File: src/rtl/io_port_bank_pkg.sv
// Shared register map and status bit positions for the io_port_bank
// memory-mapped peripheral.
package io_port_bank_pkg;

  localparam logic [7:0] OUT_DATA     = 8'h00;
  localparam logic [7:0] OUT_STAT     = 8'h04;
  localparam logic [7:0] CTRL         = 8'h08;
  localparam logic [7:0] IN_DATA0     = 8'h0C;
  localparam logic [7:0] IN_STAT      = 8'h10;
  localparam logic [7:0] IN_DATA_BASE = 8'h20;

  localparam int UDF_LSB     = 16;
  localparam int OUT_OVF_BIT = 1;

  // Registers are word-addressed; the two byte-offset bits never take part in decode.
  function automatic logic [5:0] word_of(input logic [7:0] addr);
    return addr[7:2];
  endfunction

endpackage

File: src/rtl/io_fifo.sv
// Single-clock circular FIFO for one input channel, with synchronous flush
// that overrides push and pop in the same cycle.
module io_fifo #(
  parameter int DW    = 8,
  parameter int DEPTH = 4
) (
  input  logic                     clk,
  input  logic                     rst_n,
  input  logic                     flush,
  input  logic                     push,
  input  logic                     pop,
  input  logic [DW-1:0]            wdata,
  output logic [DW-1:0]            rdata,
  output logic                     empty,
  output logic                     full,
  output logic [$clog2(DEPTH):0]   count
);

  localparam int AW = $clog2(DEPTH);

  logic [DW-1:0] mem [DEPTH];
  logic [AW-1:0] wptr;
  logic [AW-1:0] rptr;
  logic          do_push;
  logic          do_pop;

  assign empty   = (count == '0);
  assign full    = (count == (AW+1)'(DEPTH));
  assign do_push = push & ~full & ~flush;
  assign do_pop  = pop & ~empty & ~flush;
  assign rdata   = mem[rptr];

  always_ff @(posedge clk) begin
    if (do_push) mem[wptr] <= wdata;
  end

  // Pointers wrap naturally because DEPTH is a power of two.
  always_ff @(posedge clk or negedge rst_n) begin
    if (!rst_n) begin
      wptr  <= '0;
      rptr  <= '0;
      count <= '0;
    end else if (flush) begin
      wptr  <= '0;
      rptr  <= '0;
      count <= '0;
    end else begin
      wptr  <= wptr + AW'(do_push);
      rptr  <= rptr + AW'(do_pop);
      count <= count + (AW+1)'(do_push) - (AW+1)'(do_pop);
    end
  end

endmodule

File: src/rtl/io_port_bank.sv
// CPU-facing I/O bank: CH buffered input channels, sticky underflow flags,
// flush control and one buffered output channel on the io_* bus.
module io_port_bank
  import io_port_bank_pkg::*;
#(
  parameter int CH    = 2,
  parameter int DW    = 8,
  parameter int DEPTH = 4
) (
  input  logic             clk,
  input  logic             rst_n,
  input  logic [7:0]       io_addr,
  input  logic             io_we,
  input  logic             io_re,
  input  logic [31:0]      io_dout,
  output logic [31:0]      io_din,
  input  logic [CH-1:0]    in_valid,
  input  logic [CH*DW-1:0] in_data,
  output logic [CH-1:0]    in_ready,
  output logic             out_valid,
  output logic [DW-1:0]    out_data,
  input  logic             out_ready
);

  localparam int AW = $clog2(DEPTH);

  logic [5:0]    word;
  logic          alive;
  logic          wr_out;
  logic          wr_ostat;
  logic          wr_ctrl;
  logic          wr_istat;
  logic          out_ovf;
  logic [CH-1:0] empty;
  logic [CH-1:0] full;
  logic [CH-1:0] flush;
  logic [CH-1:0] push;
  logic [CH-1:0] pop;
  logic [CH-1:0] hit_in;
  logic [CH-1:0] udf;
  logic [CH-1:0] unused_cnt;
  logic [DW-1:0] rdata [CH];
  logic [AW:0]   count [CH];
  logic          unused_bits;

  assign word     = word_of(io_addr);
  assign wr_out   = io_we && (word == word_of(OUT_DATA));
  assign wr_ostat = io_we && (word == word_of(OUT_STAT));
  assign wr_ctrl  = io_we && (word == word_of(CTRL));
  assign wr_istat = io_we && (word == word_of(IN_STAT));

  // in_ready is held low until the first edge after reset release.
  always_ff @(posedge clk or negedge rst_n) begin
    if (!rst_n) alive <= 1'b0;
    else        alive <= 1'b1;
  end

  for (genvar i = 0; i < CH; i++) begin : g_ch
    io_fifo #(.DW(DW), .DEPTH(DEPTH)) u_fifo (
      .clk   (clk),
      .rst_n (rst_n),
      .flush (flush[i]),
      .push  (push[i]),
      .pop   (pop[i]),
      .wdata (in_data[i*DW +: DW]),
      .rdata (rdata[i]),
      .empty (empty[i]),
      .full  (full[i]),
      .count (count[i])
    );

    // Channel 0 is also reachable at the legacy IN_DATA0 address.
    assign hit_in[i]     = (word == 6'(word_of(IN_DATA_BASE) + i)) ||
                           ((i == 0) && (word == word_of(IN_DATA0)));
    assign in_ready[i]   = alive & ~full[i];
    assign push[i]       = in_valid[i] & in_ready[i];
    assign pop[i]        = io_re & hit_in[i];
    assign flush[i]      = wr_ctrl & io_dout[i];
    assign unused_cnt[i] = ^count[i];
  end

  always_ff @(posedge clk or negedge rst_n) begin
    if (!rst_n) begin
      udf <= '0;
    end else begin
      for (int i = 0; i < CH; i++) begin
        if (io_re && hit_in[i] && empty[i])       udf[i] <= 1'b1;
        else if (wr_istat && io_dout[UDF_LSB+i])  udf[i] <= 1'b0;
      end
    end
  end

  always_comb begin
    io_din = '0;
    if (word == word_of(OUT_STAT)) begin
      io_din[0]           = ~out_valid;
      io_din[OUT_OVF_BIT] = out_ovf;
    end else if (word == word_of(IN_STAT)) begin
      io_din[CH-1:0]       = ~empty;
      io_din[UDF_LSB +: CH] = udf;
    end
    for (int i = 0; i < CH; i++) begin
      if (hit_in[i] && !empty[i]) io_din = 32'(rdata[i]);
    end
  end

  // A write lands if the slot is free now or is being consumed this same cycle.
  always_ff @(posedge clk or negedge rst_n) begin
    if (!rst_n) begin
      out_valid <= 1'b0;
      out_data  <= '0;
      out_ovf   <= 1'b0;
    end else begin
      if (wr_out) begin
        if (!out_valid || out_ready) begin
          out_data  <= io_dout[DW-1:0];
          out_valid <= 1'b1;
        end else begin
          out_ovf <= 1'b1;
        end
      end else if (out_valid && out_ready) begin
        out_valid <= 1'b0;
      end
      if (wr_ostat && io_dout[OUT_OVF_BIT]) out_ovf <= 1'b0;
    end
  end

  assign unused_bits = ^{io_addr[1:0], io_dout, unused_cnt};

endmodule

File: config.mk
export PLATFORM = sky130hd
export DESIGN_NAME = io_port_bank
export DESIGN_NICKNAME = d
export VERILOG_FILES = /design/src/rtl/io_port_bank_pkg.sv /design/src/rtl/io_fifo.sv /design/src/rtl/io_port_bank.sv
export SDC_FILE = /design/constraint.sdc
export NUM_CORES = 1
export LEC_CHECK = 0
export ABC_CLOCK_PERIOD_IN_PS = 4490
export CAP_MARGIN = 10
export CORE_UTILIZATION = 40
export CTS_CLUSTER_SIZE = 16
export DETAILED_ROUTE_END_ITERATION = 8
export GPL_TIMING_DRIVEN = 0
export PLACE_DENSITY = 0.67
export SLEW_MARGIN = 20
export SYNTH_ARGS = -nofsm -noshare
export SYNTH_HDL_FRONTEND = slang
export SYNTH_SLANG_ARGS = --single-unit
File: constraint.sdc
create_clock -name clk -period 4.49 [get_ports clk]
set_input_delay 1.347 -clock clk [delete_from_list [all_inputs] [get_ports clk]]
set_output_delay 1.347 -clock clk [all_outputs]
set_load 0.01 [all_outputs]
==> metrics.txt, run 1 <==
result of the run=finished, final reports clean; final setup violation count=0; Most used DFF post-synth=sky130_fd_sc_hd__edfxtp_1; endpoint type of the worst setup path=output port; path type of the worst min-delay path=reg -> reg; met1 usage=0.192; library cell used as clock root buffer=sky130_fd_sc_hd__clkbuf_8; final period utilization=0.990; sequential-to-total area share from yosys stat=0.640; type of the worst setup path=in -> out; leakage power=roughly 2.1 nW; final net count=approximately 430; most common library cell in the layout ignoring fill and taps=sky130_fd_sc_hd__edfxtp_1; detailed-routing iteration count for the pre-antenna-repair pass=4; number of cells on the worst hold path=1; fraction of layout cells with a size suffix above 1=0.285; post-DR vias/cell=4.72; hold_buf cts=0; commonest non-fill, non-tap cells in the layout=64 x sky130_fd_sc_hd__edfxtp_1, 44 x sky130_fd_sc_hd__clkdlybuf4s50_1, 29 x sky130_fd_sc_hd__buf_4, 27 x sky130_fd_sc_hd__dfrtp_1, 23 x sky130_fd_sc_hd__conb_1; worst voltage drop across the vdd grid=between 200 and 250 µV; area share of the largest cell type after synthesis=0.474; DRT antenna net count=0; count of maximum capacitance violations=0; startpoint class of the critical path=input pin; count of unresolved DRC violations after routing=0; cell types with the largest area share after synthesis=sky130_fd_sc_hd__edfxtp_1 47%, sky130_fd_sc_hd__dfrtp_1 17%, sky130_fd_sc_hd__mux4_2 8.9%, sky130_fd_sc_hd__buf_4 4.1%, sky130_fd_sc_hd__ha_1 2.5%; Worst EP arrival=about 3.1 ns; r2r worst-path depth=12; routed length per placed instance=approximately 15 µm; synthesis warning total=0; HPWL reported at the end of detailed placement=around 5300 µm; CP top delay family=simple AND/OR/NAND/NOR gates; Inserted Clock Buffers=9; GR peak layer=met2; beginning of the worst register-to-register path=g_ch[1].u_fifo.count[1]$_DFF_PN0_; count of unique library cells instantiated by Yosys=43; vertical extent of the die=103 µm; sum of internal, switching and leakage power=approximately 2.3 mW; fraction of met2 tracks used by global routing=0.272; aggregate global routing overflow=0; Iteration-0 DRC Markers=67; I/O pin count=around 110; Worst Hold Launch=udf[0]$_DFFE_PN0P_; mean instance size in the synthesized netlist=15.5 µm²; master of the slowest instance on the critical path=sky130_fd_sc_hd__or4b_4; wire length after detailed routing=roughly 7600 µm; wire length of the first global-routing pass=12,100 µm; clock-pin slew on the worst setup and hold paths=about 0.090 ns; number of enable flip-flop cells after synthesis=64; biggest area consumer among synthesized cells=sky130_fd_sc_hd__edfxtp_1; Yosys reg bits=91; data required time at the worst endpoint=between 3 and 4 ns; Final Hold Viols=0; Die ar.=10,600 µm²; minimum period implied by the final worst setup slack=4.45 ns; die boundary width=slightly above 100 µm; most prevalent standard cell on the critical path=sky130_fd_sc_hd__or4b_4; capturing point of the worst reg2reg path=g_ch[1].u_fifo.count[2]$_DFF_PN0_; antenna violations before repair=0; post-synthesis instance area=roughly 4100 µm²; Worst-Margin Slew=approximately 0.73 ns; clock tree from TritonCTS=built; Total Routing Usage GR=0.159; max frequency=approximately 220 MHz; delay of the slowest cell on the worst path=between 0.5 and 0.6 ns; worst skew pair latency=about 0.36 ns; synthesized instance count=261; number of H-tree levels=3; pwr/cell area=about 440 nW/µm²; combined buffer and inverter count along the critical path=3; cells traversed along the worst timing path=clkdlybuf4s15_1 -> or4b_4 -> or4b_4 -> buf_8 -> o22ai_1 -> buf_2; number of instances in the placed design=474; last weighted congestion value of the routability-driven placer=between 0.7 and 0.8; Max-slew headroom=0.514; final setup skew=slightly above 0.009 ns; met3 track demand over resource=0.0380; Layout Utilization=0.535; total vias in the final route=roughly 2,400; number of sinks on the clock net=91; I/O Buffers=between 50 and 60; Std-Cell Rows=36; unrepaired setup endpoints after global routing=true; fraction of registers with async set/reset=0.297; diode insertion count for antenna repair=0; Initial Util=0.413; pin count of the biggest net entering global routing=28; CTS max path bufs=2; flop2flop setup slack=approximately 1.7 ns; endpoint with the worst hold slack=udf[0]$_DFFE_PN0P_; fillers=around 820; vias in the first global route=2,400; pins over their slew limit=0; non-filler instance count after layout=between 400 and 500; core footprint=about 10000 µm²; synth-to-layout area growth=29.4%; CP Max Fanout=5
per-layer routing:
metal  wire (µm)  share of wire  up-vias
met1        3170           0.42     1166
met3         296          0.039       16
met5           0              0        -
met4         154          0.020        0
met2        3940           0.52       62
li1            -              -     1108
power by group:
part           switching (mW)  internal, mW
clock network           0.317         0.272
registers              0.0810          1.04
logic                   0.281         0.300
how the worst max path moves through the flow:
stage,startpoint,depth (start not counted),slack (ns),end
detailed placement,io_addr[5],6,-1.02,io_din[1]
global route,io_addr[4],7,-0.0003,io_din[1]
global placement,io_addr[5],6,-1.03,io_din[1]
finish,io_addr[7],6,0.04,io_din[5]
CTS,io_addr[7],6,-0.01,io_din[2]
floorplan,io_addr[3],4,0.31,io_din[2]
cell usage after synthesis (5+ instances only):
library cell,count
sky130_fd_sc_hd__edfxtp_1,64
sky130_fd_sc_hd__dfrtp_1,27
sky130_fd_sc_hd__buf_4,22
sky130_fd_sc_hd__inv_1,22
sky130_fd_sc_hd__mux4_2,16
sky130_fd_sc_hd__nor2_1,15
sky130_fd_sc_hd__ha_1,8
sky130_fd_sc_hd__mux2_2,8
sky130_fd_sc_hd__and3b_1,6
sky130_fd_sc_hd__nor2b_1,6
sky130_fd_sc_hd__o22ai_1,6
sky130_fd_sc_hd__xnor2_1,6
sky130_fd_sc_hd__nor3b_1,5
registers in the layout, summed over array words and instances, names as in the netlist:
name,count
alive,1
out_ovf,1
g_ch.u_fifo.count,6
udf,2
g_ch.u_fifo.mem,64
g_ch.u_fifo.wptr,4
out_valid,1
out_data,8
g_ch.u_fifo.rptr,4
repair_timing:
action                                  4_1_cts  5_1_grt
hold endpoints to repair                      0        0
endpoints found under the setup margin       10        8
buffers inserted                              7        0
pin swaps                                     6        2
gates resized for setup                      66        3
gates cloned                                  1        0
cell type report:
class                           instances  area, µm²  area share
Buffer                                 28        206      0.0393
Clock buffer                            9        124      0.0236
Clock inverter                          7       87.6      0.0167
Inverter                               22       82.6      0.0157
Multi-Input combinational cell        141       1360       0.260
Sequential cell                        91       2600       0.495
Tap cell                              133        166      0.0317
Timing Repair Buffer                   67        621       0.118
metrics by stage:
stage / hold slack (ns) / worst slack [ns] / TNS (ns) / area, µm²
5_1_grt: 0.503 / -0.000262 / -0.000262 / 5250
6_report: 0.493 / 0.0433 / 0 / 5250
3_3_place_gp: 0.469 / -1.03 / -8.50 / 4890
2_1_floorplan: 0.448 / 0.305 / 0 / 4140
4_1_cts: 0.496 / -0.0102 / -0.0102 / 5230
3_5_place_dp: 0.474 / -1.02 / -8.60 / 4900
cells by family (layout without fill, tap and decap cells):
group,after synthesis,in the layout,share of synthesized area
flip-flops,91,91,0.640
XOR/XNOR,8,8,0.0173
adder cells (fa/ha/maj),10,10,0.0345
AND/OR/NAND/NOR,59,59,0.0977
multiplexers,24,24,0.111
AO/OA/AOI/OAI,17,17,0.0287
other,2,23,0.00185
buffers and inverters,50,133,0.0688
Note: power is estimated with default switching activity, not from simulation.
==> run 2, diff against run 1 <==
--- a/config.mk
+++ b/config.mk
@@ -5,7 +5,6 @@
 export SDC_FILE = /design/constraint.sdc
 export NUM_CORES = 1
 export LEC_CHECK = 0
-export ABC_CLOCK_PERIOD_IN_PS = 4490
 export CAP_MARGIN = 10
 export CORE_UTILIZATION = 40
 export CTS_CLUSTER_SIZE = 16
==> results of run 2 <==
The final DEF is identical to that of run 1; final timing and power are the same.
==> run 3, diff against run 2 <==
--- a/config.mk
+++ b/config.mk
@@ -6,11 +6,13 @@
 export NUM_CORES = 1
 export LEC_CHECK = 0
 export CAP_MARGIN = 10
-export CORE_UTILIZATION = 40
+export CELL_PAD_IN_SITES_DETAIL_PLACEMENT = 0
+export CELL_PAD_IN_SITES_GLOBAL_PLACEMENT = 2
+export CORE_UTILIZATION = 33
 export CTS_CLUSTER_SIZE = 16
 export DETAILED_ROUTE_END_ITERATION = 8
 export GPL_TIMING_DRIVEN = 0
-export PLACE_DENSITY = 0.67
+export PLACE_DENSITY = 0.78
 export SLEW_MARGIN = 20
 export SYNTH_ARGS = -nofsm -noshare
 export SYNTH_HDL_FRONTEND = slang
==> run 3 against run 2 <==
Non-clock buffer count decreased by 1. Worst setup slack better by 0.043 ns. Die area increased by 21%. Clock power rose by 19%. Core utilization fell by 9.1 points. Clock skew decreased by 0.0035 ns. Register-to-register slack lost 0.02 ns. Total power grew 4.7%. Cell count grew 2.6%. Maximum frequency rose by 0.99%. Largest cell class unchanged. Clock-buffer cell count rose by 1.
==> metrics.txt, run 3 (synthesized netlist as in run 1, its figures left out) <==
result of the run=finished, final reports clean (unchanged); leakage power=2.13 nW (was 2.09 nW); Levels on crit path=6 (unchanged); number of H-tree levels=3 (unchanged); r2r worst-path depth=12 (unchanged); Non-Filler Cell Area, Final=5330 µm² (was 5250 µm²); final net count=432 (was 433); last weighted congestion value of the routability-driven placer=0.721 (was 0.773); data required time at the worst endpoint=3.14 ns (about the same); met3 track demand over resource=0.0418 (was 0.0380); startpoint class of the critical path=input pin (unchanged); path type of the worst min-delay path=reg -> reg (unchanged); commonest non-fill, non-tap cells in the layout=64 x sky130_fd_sc_hd__edfxtp_1, 44 x sky130_fd_sc_hd__clkdlybuf4s50_1, 28 x sky130_fd_sc_hd__buf_4, 27 x sky130_fd_sc_hd__dfrtp_1, 23 x sky130_fd_sc_hd__conb_1 (was 64 x sky130_fd_sc_hd__edfxtp_1, 44 x sky130_fd_sc_hd__clkdlybuf4s50_1, 29 x sky130_fd_sc_hd__buf_4, 27 x sky130_fd_sc_hd__dfrtp_1, 23 x sky130_fd_sc_hd__conb_1); flop2flop setup slack=1.64 ns (was 1.66 ns); master of the slowest instance on the critical path=sky130_fd_sc_hd__or4b_4 (unchanged); vias in the first global route=2,334 (was 2,400); pins over their slew limit=0 (unchanged); minimum period implied by the final worst setup slack=4.40 ns (was 4.45 ns); DRT antenna net count=0 (unchanged); Inserted Clock Buffers=9 (unchanged); fraction of layout cells with a size suffix above 1=0.280 (was 0.285); core footprint=12,000 µm² (was 9820 µm²); capturing point of the worst reg2reg path=g_ch[1].u_fifo.count[2]$_DFF_PN0_ (unchanged); combined buffer and inverter count along the critical path=3 (unchanged); CP top delay family=simple AND/OR/NAND/NOR gates (unchanged); final period utilization=0.981 (was 0.990); met1 usage=0.174 (was 0.192); switching power as a share of total power=0.282 (was 0.296); antenna violations before repair=0 (unchanged); unrepaired setup endpoints after global routing=false (was true); routed length per placed instance=15.2 µm (about the same); beginning of the worst register-to-register path=g_ch[1].u_fifo.count[1]$_DFF_PN0_ (unchanged); count of unresolved DRC violations after routing=0 (unchanged); Worst-Margin Slew=0.713 ns (was 0.726 ns); register bank with the most flops=g_ch.u_fifo.mem (unchanged); delay of the slowest cell on the worst path=0.56 ns (about the same); detailed-routing iteration count for the pre-antenna-repair pass=4 (unchanged); synth-to-layout area growth=31.4% (was 29.4%); pin count of the biggest net entering global routing=28 (unchanged); wire length of the first global-routing pass=12,400 µm (was 12,100 µm); number of cells on the worst hold path=1 (unchanged); max FFs per register=64 (unchanged); wire length after detailed routing=7760 µm (was 7560 µm); pwr/cell area=450 nW/µm² (was 437 nW/µm²); endpoint type of the worst setup path=output port (unchanged); Pint=1.72 mW (was 1.61 mW); net switching power=0.676 mW (was 0.679 mW); GR peak layer=met2 (unchanged); worst hold margin=0.492 ns (was 0.493 ns); Total Negative Setup Slacks=0 ns (unchanged); I/O Buffers=59 (unchanged); hold_buf cts=0 (unchanged); number of instances in the placed design=488 (was 474); largest registers=g_ch.u_fifo.mem (64), out_data (8), g_ch.u_fifo.count (6) (unchanged); clock tree from TritonCTS=built (unchanged); type of the worst setup path=in -> out (unchanged); non-filler instance count after layout=511 (was 498); Initial Util=0.338 (was 0.413); CP Max Fanout=6 (was 5); Total Routing Usage GR=0.132 (was 0.159); final critical-path setup slack=0.0868 ns (was 0.0433 ns); Std-Cell Rows=40 (was 36); clock-pin slew on the worst setup and hold paths=0.07 ns (was 0.09 ns); total cell area at the placement stage=4920 µm² (was 4900 µm²); post-DR vias/cell=4.57 (was 4.72); Worst EP arrival=3.06 ns (was 3.10 ns); I/O pin count=106 (unchanged); aggregate global routing overflow=0 (unchanged); Max-slew headroom=0.523 (was 0.514); Die ar.=12,700 µm² (was 10,600 µm²); Critical path origin=io_addr[3] (was io_addr[7]); Placement Setup Slack=-1.12 ns (was -1.02 ns); max frequency=227 MHz (was 225 MHz); worst skew pair latency=0.34 ns (was 0.36 ns); final setup violation count=0 (unchanged); count of maximum capacitance violations=0 (unchanged); worst voltage drop across the vdd grid=218 µV (was 239 µV); HPWL reported at the end of detailed placement=5270 µm (was 5300 µm); share of power burned in combinational logic=0.239 (was 0.254); proportion of power drawn by the clock network=0.292 (was 0.257); final setup skew=0.00569 ns (was 0.00924 ns); sequential share of power=0.469 (was 0.489); diode insertion count for antenna repair=0 (unchanged); Final Hold Viols=0 (unchanged); library cell used as clock root buffer=sky130_fd_sc_hd__clkbuf_16 (was sky130_fd_sc_hd__clkbuf_8); number of sinks on the clock net=91 (unchanged); die boundary width=113 µm (was 103 µm); Critical Path Sink=io_din[1] (was io_din[5]); Iteration-0 DRC Markers=100 (was 67); cells traversed along the worst timing path=buf_8 -> or4b_4 -> or4b_4 -> buf_16 -> a31oi_4 -> buf_2 (was clkdlybuf4s15_1 -> or4b_4 -> or4b_4 -> buf_8 -> o22ai_1 -> buf_2); total vias in the final route=2,335 (was 2,352); vertical extent of the die=113 µm (was 103 µm); fraction of met2 tracks used by global routing=0.207 (was 0.272); most common library cell in the layout ignoring fill and taps=sky130_fd_sc_hd__edfxtp_1 (unchanged); most prevalent standard cell on the critical path=sky130_fd_sc_hd__or4b_4 (unchanged); CTS max path bufs=2 (unchanged)
[run 3: cell types whose count changed in the layout (fill, tap and decap cells not counted), sizes merged]
cell / previous run / this run
bufinv: 1 / 0
buf: 43 / 44
dlymetal6s2s: 0 / 1
clkbuf: 13 / 15
inv: 27 / 24
dlygate4sd2: 2 / 0
clkinv: 1 / 4
clkdlybuf4s15: 2 / 0
[run 3: worst min-delay path by stage]
stage                       start                 end  slack (ns)
2_1_floorplan  udf[0]$_DFFE_PN0P_  udf[0]$_DFFE_PN0P_        0.45
3_3_place_gp   udf[1]$_DFFE_PN0P_  udf[1]$_DFFE_PN0P_        0.48
3_5_place_dp   udf[1]$_DFFE_PN0P_  udf[1]$_DFFE_PN0P_        0.48
4_1_cts        udf[1]$_DFFE_PN0P_  udf[1]$_DFFE_PN0P_        0.50
5_1_grt        udf[1]$_DFFE_PN0P_  udf[1]$_DFFE_PN0P_        0.52
6_report       udf[1]$_DFFE_PN0P_  udf[1]$_DFFE_PN0P_        0.49
[run 3: per-layer routing]
metal | part of all wire | wire length, µm
met1 | 0.46 | 3580
met2 | 0.46 | 3590
met3 | 0.062 | 484
met4 | 0.013 | 99
met5 | 0 | 0
[run 3: what timing repair did]
action	4_1_cts	5_1_grt
gates resized for setup	75	3
cloned	1	0
setup buffers	4	2
setup endpoints to repair	10	4
pin swaps	12	4
hold endpoints to repair	0	0
[run 3: power groups by stage]
stage	Sequential [mW]	Combinational (mW)	Clock (mW)
global placement	1.13	0.552	0
detailed placement	1.14	0.565	0
CTS	1.13	0.588	0.724
finish	1.13	0.573	0.701
global route	1.15	0.640	0.752
floorplan	1.12	0.393	0
[run 3: stage by stage]
stage               utilization  power [mW]
finish                    0.444        2.40
global placement          0.409        1.68
global route              0.444        2.54
floorplan                     -        1.51
detailed placement        0.409        1.71
CTS                       0.443        2.44
[run 3: layout make-up]
cell class | instances | area, µm²
well taps | 147 | 184
inverters | 22 | 82.6
clock buffers | 10 | 229
repair buffers | 66 | 618
flip-flops and latches | 91 | 2600
plain buffers | 28 | 206
fillers | 1116 | 6680
multi-input cells | 141 | 1370
clock inverters | 6 | 50.0
